[config.mk]
export PLATFORM = sky130hd
export DESIGN_NAME = sequenciador_notas
export DESIGN_NICKNAME = d
export VERILOG_FILES = /design/src/rtl/sequenciador_notas.sv
export SDC_FILE = /design/constraint.sdc
export NUM_CORES = 1
export LEC_CHECK = 0
export CAP_MARGIN = 20
export CORE_UTILIZATION = 55
export DETAILED_ROUTE_END_ITERATION = 10
export PLACE_DENSITY = 0.82
export SYNTH_ARGS = -nofsm -noshare
export SYNTH_HDL_FRONTEND = slang
export SYNTH_SLANG_ARGS = --single-unit
[constraint.sdc]
create_clock -name CLK -period 3.46 [get_ports CLK]
set_input_delay 0.692 -clock CLK [delete_from_list [all_inputs] [get_ports CLK]]
set_output_delay 0.692 -clock CLK [all_outputs]
set_load 0.05 [all_outputs]
[src/rtl/sequenciador_notas.sv]
// sequenciador_notas: melody sequencer feeding the note/octave 7-segment
// decoder. A small programmable table of {dur, tom, nota} entries is played
// from index 0 to a captured last index. Each note is held for
// max(dur,1)*TICK_DIV cycles and followed by a one-cycle articulation gap.
// Optional feature macro: SEQ_PAUSE_EN adds a PAUSE input that freezes the
// note timer while a note is sounding.
//
// Handshake: START is a level sampled only in IDLE and ignored while BUSY.
// STOP aborts any non-IDLE state at the next edge and wins over START.
// DONE is a single-cycle pulse, emitted only at the natural end of a
// non-looped melody.
module sequenciador_notas #(
  parameter int AW       = 4,
  parameter int DUR_W    = 4,
  parameter int TICK_DIV = 4
) (
  input  logic             CLK,
  input  logic             RST_N,
  input  logic             PROG_WE,
  input  logic [AW-1:0]    PROG_ADDR,
  input  logic [DUR_W+3:0] PROG_DATA,
  input  logic [AW-1:0]    LEN,
  input  logic             START,
  input  logic             STOP,
  input  logic             LOOP,
`ifdef SEQ_PAUSE_EN
  input  logic             PAUSE,
`endif
  output logic             TOM_OUT,
  output logic [2:0]       NOTAS_OUT,
  output logic             NOTE_VALID,
  output logic             BUSY,
  output logic             DONE,
  output logic [AW-1:0]    IDX,
  output logic [1:0]       STATE_DBG
);

  localparam int DEPTH = 2 ** AW;
  localparam int PW    = (TICK_DIV > 1) ? $clog2(TICK_DIV) : 1;
  localparam logic [PW-1:0] PRESC_LAST = PW'(TICK_DIV - 1);

  typedef enum logic [1:0] {
    S_IDLE = 2'd0,
    S_LOAD = 2'd1,
    S_PLAY = 2'd2,
    S_GAP  = 2'd3
  } state_t;

  state_t           state_q, state_d;
  logic [AW-1:0]    idx_q, idx_d;
  logic [AW-1:0]    len_q, len_d;
  logic             tom_q, tom_d;
  logic [2:0]       notas_q, notas_d;
  logic             valid_q, valid_d;
  logic             done_q, done_d;
  logic [PW-1:0]    presc_q, presc_d;
  logic [DUR_W-1:0] units_q, units_d;

  logic [DUR_W+3:0] mem_q [DEPTH];
  logic [DUR_W+3:0] entry;
  logic [DUR_W-1:0] entry_dur;
  logic             pause_w;

`ifdef SEQ_PAUSE_EN
  assign pause_w = PAUSE;
`else
  assign pause_w = 1'b0;
`endif

  assign entry     = mem_q[idx_q];
  assign entry_dur = entry[DUR_W+3:4];

  // Melody table: written only while idle so a playing melody never changes.
  always_ff @(posedge CLK) begin
    if (PROG_WE && (state_q == S_IDLE)) begin
      mem_q[PROG_ADDR] <= PROG_DATA;
    end
  end

  // State and datapath registers, cleared asynchronously.
  always_ff @(posedge CLK or negedge RST_N) begin
    if (!RST_N) begin
      state_q <= S_IDLE;
      idx_q   <= '0;
      len_q   <= '0;
      tom_q   <= 1'b0;
      notas_q <= 3'b000;
      valid_q <= 1'b0;
      done_q  <= 1'b0;
      presc_q <= '0;
      units_q <= '0;
    end else begin
      state_q <= state_d;
      idx_q   <= idx_d;
      len_q   <= len_d;
      tom_q   <= tom_d;
      notas_q <= notas_d;
      valid_q <= valid_d;
      done_q  <= done_d;
      presc_q <= presc_d;
      units_q <= units_d;
    end
  end

  // Next-state and datapath update; STOP overrides everything outside IDLE.
  always_comb begin
    state_d = state_q;
    idx_d   = idx_q;
    len_d   = len_q;
    tom_d   = tom_q;
    notas_d = notas_q;
    valid_d = valid_q;
    done_d  = 1'b0;
    presc_d = presc_q;
    units_d = units_q;

    case (state_q)
      S_IDLE: begin
        if (START && !STOP) begin
          state_d = S_LOAD;
          len_d   = LEN;
          idx_d   = '0;
        end
      end

      S_LOAD: begin
        state_d = S_PLAY;
        tom_d   = entry[3];
        notas_d = entry[2:0];
        valid_d = 1'b1;
        units_d = (entry_dur == '0) ? DUR_W'(1) : entry_dur;
        presc_d = '0;
      end

      S_PLAY: begin
        if (!pause_w) begin
          if (presc_q == PRESC_LAST) begin
            presc_d = '0;
            if (units_q == DUR_W'(1)) begin
              state_d = S_GAP;
              valid_d = 1'b0;
            end else begin
              units_d = units_q - DUR_W'(1);
            end
          end else begin
            presc_d = presc_q + PW'(1);
          end
        end
      end

      S_GAP: begin
        if (idx_q < len_q) begin
          idx_d   = idx_q + AW'(1);
          state_d = S_LOAD;
        end else if (LOOP) begin
          idx_d   = '0;
          state_d = S_LOAD;
        end else begin
          state_d = S_IDLE;
          done_d  = 1'b1;
          idx_d   = '0;
          tom_d   = 1'b0;
          notas_d = 3'b000;
          valid_d = 1'b0;
          presc_d = '0;
          units_d = '0;
        end
      end

      default: state_d = S_IDLE;
    endcase

    if ((state_q != S_IDLE) && STOP) begin
      state_d = S_IDLE;
      done_d  = 1'b0;
      idx_d   = '0;
      tom_d   = 1'b0;
      notas_d = 3'b000;
      valid_d = 1'b0;
      presc_d = '0;
      units_d = '0;
    end
  end

  assign TOM_OUT    = tom_q;
  assign NOTAS_OUT  = notas_q;
  assign NOTE_VALID = valid_q;
  assign BUSY       = (state_q != S_IDLE);
  assign DONE       = done_q;
  assign IDX        = idx_q;
  assign STATE_DBG  = state_q;

endmodule
# [Yosys cells after proc, flatten, opt, wreduce, memory -nomap -nowiden]
# Memories as Yosys holds them, arrays and structs flattened.
# Index checks and enable logic that the tools add are counted.
[totals] regBits=22 ram_bits=128 memories=1 in_bits=22
[classes] n_eq_ne=11 magnitude_cmp=1 n_mux=41 n_addsub=3 reduce_logical=17
[mem_list] memory="mem_q" words=16 word_bits=8 rd=1 rd_ports_with_merged_regs=0 write_ports=1 line_no="59" rtl="logic [DUR_W+3:0] mem_q [DEPTH];"
[ops] operator="$mux W4" count=9
[ops] operator="$mux W2" count=8
[ops] operator="$ne A3 B3 Y1 const B" count=5
[ops] operator="$mux W1" count=14
[ops] operator="$pmux W4 S3" count=1
[ops] operator="$reduce_and A5 Y1" count=2
[ops] operator="$mux W3" count=3
[ops] operator="$reduce_and A3 Y1" count=3
[ops] operator="$pmux W2 S4" count=1
[ops] operator="$pmux W4 S2" count=1
[ops] operator="$eq A2 B2 Y1 const B" count=3
[ops] operator="$pmux W2 S3" count=1
[ops] operator="$pmux W3 S2" count=1
[ops] operator="$reduce_bool A3 Y1" count=2
[ops] operator="$add A4 B1 Y4 const B" count=1
[ops] operator="$eq A4 B1 Y1 const B" count=1
[ops] operator="$logic_not A4 Y1" count=1
[ops] operator="$lt A4 B4 Y1" count=1
[ops] operator="$reduce_and A2 Y1" count=2
[ops] operator="$reduce_bool A4 Y1" count=1
[ops] operator="$sub A4 B1 Y4 const B" count=1
[ops] operator="$logic_and A1 B1 Y1" count=3
[ops] operator="$ne A3 B1 Y1 const B" count=1
[ops] operator="$pmux W1 S3" count=1
[ops] operator="6 further kinds" count=6

# [Logic depth before layout (Yosys ltp)]
[depth] word_depth=5 mapped_depth=10 depth_no_buf=9

# [Worst setup path before layout]
# No wires, ideal clock.
[synth_path] path_kind="register to register" from="register state_q[0] (netlist: STATE_DBG[0])" to="register units_q[0]" stages_incl_launch_ff=11 slack_ns=0.559 period_less_slack_ns=2.901 setup_ns=0.069 required_time_ns=3.391 t_arrival_ns=2.832 n_path_buf=1 cell_sequence="dfrtp_1 -> inv_1 -> ha_1 -> inv_1 -> nand2_1 -> nand2_1 -> a21oi_1 -> or2_2 -> clkbuf_1 -> or4_1 -> nand3_1"
[synth_via] elab_chain_cells=4 word_cells_on_any_way=13
[synth_lines] element="start, declared" line_no="49" rtl="state_t state_q, state_d;"
[synth_lines] element="start signal, assigned" line_no="93" rtl="state_q <= state_d;"
[synth_lines] element="$reduce_bool A2 Y1 (*)"
[synth_lines] element="net BUSY" line_no="32" rtl="output logic BUSY,"
[synth_lines] element="$logic_and A1 B1 Y1 (*)" line_no="173" rtl="if ((state_q != S_IDLE) && STOP) begin"
[synth_lines] element="$ne A3 B3 Y1 (no source line) / $reduce_bool A4 Y1 (equally long branches)"
[synth_lines] element="$reduce_and A5 Y1 (no source line)"
[synth_lines] element="end signal, assigned" line_no="101" rtl="units_q <= units_d;"
[synth_lines] element="end, declared" line_no="57" rtl="logic [DUR_W-1:0] units_q, units_d;"
# The timed path passes the listed nets; every way through them passes the cells marked *.
# A chain may end at the register's enable or synchronous reset.

# [Worst setup path after layout]
[layout_path] from="register state_q[0] (netlist: STATE_DBG[0])" to="output BUSY"
[layout_via] elab_chain_cells=1
[layout_lines] element="$reduce_bool A2 Y1" line_no="188" rtl="assign BUSY = (state_q != S_IDLE);"
[layout_lines] element="end, declared" line_no="32"
# No other way between the ends.

==> qor.yml <==
run_status:
  status: "finished, final reports clean"
power_and_ir_drop:
  p_per_area_nw_per_um2: 714.9
  vdd_drop_max_v: 0.0005159
  power.leakage_nw: 2.572
  power_mw: 5.320
finish:
  layout-drive-gt1-share: 0.2084
  antenna_cells: 0
  fin_util: 0.6804
  finalNetCount: 446
  final_cells: 567
  synthToLayoutAreaGrowth_pct: 18.99
  fillerInstances: 703
global_route:
  grtUsageTotal: 0.2386
  grt_pass1_wl_mm: 19.71
  grt.busiest_layer: "met2"
  met3_usage: 0.06455
  first_global_vias: 3595
  grt_max_degree: 37
  antenna_found_initial: 0
  grt_overflow_total: 0
  grtUsageMet2: 0.3897
  met1_usage: 0.3030
synthesis:
  yosys.area.top_type: "edfxtp_1"
  synth_edf_count: 128
  synth_top_area_frac: 0.6146
  yosysSeqAreaShare: 0.7027
  ys.flop_type: "edfxtp_1"
  avgSynthCellArea_um2: 17.62
  synth_async_sr_flop_share: 0.1467
  synth.area.top_cells: "edfxtp_1 (61%), mux4_2 (9.7%), dfrtp_1 (8.8%)"
  yosys_warnings: 0
  synth_cell_types: 40
  postSynthNetCount: 387
  synthesis.area_um2: 6253
  netlist_instances: 355
  synth_seq_cells: 150
clocking:
  clock_sinks: 150
  clock_latency_ps: 420
  root_buffer: "clkbuf_16"
  cts_resized: 0
  post-cts-setup-buffers: 0
  htree_num_levels: 4
  ctsHoldBuffers: 0
  numCtsBuffers: 17
  cts_tree: "done"
  clkSlewWorstSetupHoldPaths_ps: 60
  cts_max_path_buffers: 2
timing:
  fmax_ghz: 0.3310
  fin_crit_sh: 0.8733
  finClkSkew_ps: 9.341
  maxSlewHeadroom: 0.4447
  drv_slew: 0
  setup_tns_ps: 0
  worstMarginPinSlew_ps: 826.6
  hold_viol: 0
  fin_ws_ps: 438.5
  rsz0062_at_grt: "false"
  min_period_ps: 3022
  setup_viol: 0
setup_path:
  slowest_stage: "clkdlybuf4s50_1"
  crit_path_start_kind: "flop"
  timing.critical_path.mode_cell: "inv_1"
  endpoint_kind: "output port"
  arrival_ps: 2330
  path_max_fanout: 11
  crit_buf_inv: 3
  cpPeakStageDelay_ps: 730
  worstPathCellList: "inv_1 -> ha_1 -> inv_1 -> clkdlybuf4s50_1"
  crit_family: "buffers and inverters"
  path_class: "reg -> out"
  worst_ep_required_time_ps: 2770
worst_hold_path:
  hp-class: "reg -> reg"
detailed_routing:
  via_count: 3475
  first_iter_violations: 348
  viasPerCell: 6.129
  drc_errors: 0
  post_drt_wl_per_cell_um: 22.41
  first_pass_iters: 4
  routed_wl_mm: 12.71
  drtAntennaViolNets: 0
placement:
  io_buffers: 34
  dp.cells: 534
  pre_cts_ws_ps: 631.8
  gp_congestion: 0.8407
  dpl.hpwl_mm: 8.241
floorplanning:
  start_util: 0.5719
  die_area_um2: 11800
  core.rowCount: 38
  die_h_um: 108.6
  die_w_um: 108.6
  core_um2: 10940
  io_pins: 35
run:
  maxCapViolations: 0
-- state kept, by name, indices dropped and copies added (netlist names) --
register,cells
NOTE_VALID,1
DONE,1
IDX,4
TOM_OUT,1
STATE_DBG,2
len_q,4
presc_q,2
NOTAS_OUT,3
mem_q,128
units_q,4
-- cells by family (layout without fill, tap and decap cells) --
group	after synthesis	count (layout)	synth area share
and+or+nand+nor	90	90	0.06963
AOI/OAI and AO/OA	37	37	0.03842
buffers and inverters	23	95	0.01841
muxes	44	44	0.1495
adders and majority gates	10	10	0.02001
xor gates and xnor gates	1	1	0.001401
DFF	150	150	0.7027
-- Yosys cell counts (2+ instances only) --
cell / instances
o21ai_0: 10
nor3b_1: 3
clkbuf_1: 8
mux4_2: 27
a31oi_1: 2
o31ai_1: 2
a22oi_1: 4
nor3_1: 8
nor2b_1: 7
mux2_2: 8
a21oi_1: 7
nand2_1: 23
or3_1: 2
ha_1: 10
and3_1: 2
nand2b_1: 5
a21o_1: 5
edfxtp_1: 128
mux4_1: 9
inv_1: 9
dfrtp_1: 22
nand4_1: 2
nor2_1: 23
nand3_1: 10
buf_2: 4
-- power breakdown --
part / switching (mW) / internal, mW
sequential: 0.127 / 2.09
combinational: 0.723 / 0.589
clock: 0.724 / 1.07
total: 1.57 / 3.75
-- path summary, 6_finish.rpt --
kind / from / endpoint / slack (ps) / depth (start not counted)
min in group asynchronous: RST_N / IDX[2] / 550 / 1
max in group asynchronous: RST_N / NOTAS_OUT[1] / 2490 / 2
setup reg to reg: IDX[0] / units_q[0] / 580 / 7
hold reg to reg: len_q[2] / len_q[2] / 520 / 1
setup / recovery: STATE_DBG[0] / BUSY / 440 / 4
hold / removal: len_q[2] / len_q[2] / 520 / 1
-- layer usage --
| metal | share of wire | wire length, um |
|---|---|---|
| met1 | 0.40 | 5145 |
| met2 | 0.51 | 6520 |
| met3 | 0.058 | 741 |
| met4 | 0.024 | 301 |
| met5 | 0 | 0 |
-- stage by stage --
step                instance area, um^2  hold WS (ps)
finish                             7441         517.0
global route                       7441         541.8
CTS                                7413         520.1
detailed placement                 6832         480.3
global placement                   6832         479.9
floorplan                          6254         396.4
-- layout make-up --
| cell class | count | area [um^2] | area share |
|---|---|---|---|
| sequential | 150 | 4395 | 0.5907 |
| multi-input combinational | 182 | 1744 | 0.2344 |
| timing repair buffer | 54 | 510.5 | 0.06861 |
| clock buffer | 18 | 429.2 | 0.05768 |
| tap | 140 | 175.2 | 0.02354 |
| clock inverter | 14 | 152.6 | 0.02051 |
| inverter | 9 | 33.78 | 0.004540 |
-- placed cells by master, fill, tap and decap left out, types with 2 or more instances in the layout --
master | synthesis | routed
a31oi_1 | 2 | 2
dfrtp_1 | 22 | 21
clkinv_2 | 0 | 2
nand2b_1 | 5 | 5
edfxtp_1 | 128 | 128
a21o_1 | 5 | 5
and3_1 | 2 | 2
nand2_1 | 23 | 23
nor2_1 | 23 | 23
a21oi_1 | 7 | 7
bufinv_16 | 0 | 2
nor2b_1 | 7 | 7
clkdlybuf4s50_1 | 0 | 34
nand3_1 | 10 | 10
or3_1 | 2 | 2
nand4_1 | 2 | 2
o31ai_1 | 2 | 2
mux4_1 | 9 | 9
inv_1 | 9 | 9
mux2_2 | 8 | 8
ha_1 | 10 | 10
o21ai_0 | 10 | 10
inv_6 | 0 | 3
nor3_1 | 8 | 8
a22oi_1 | 4 | 4
buf_4 | 0 | 19
clkinvlp_4 | 0 | 4
nor3b_1 | 3 | 3
clkbuf_16 | 0 | 17
clkinv_4 | 0 | 3
mux4_2 | 27 | 27
Power figures use the tool's default switching activity.
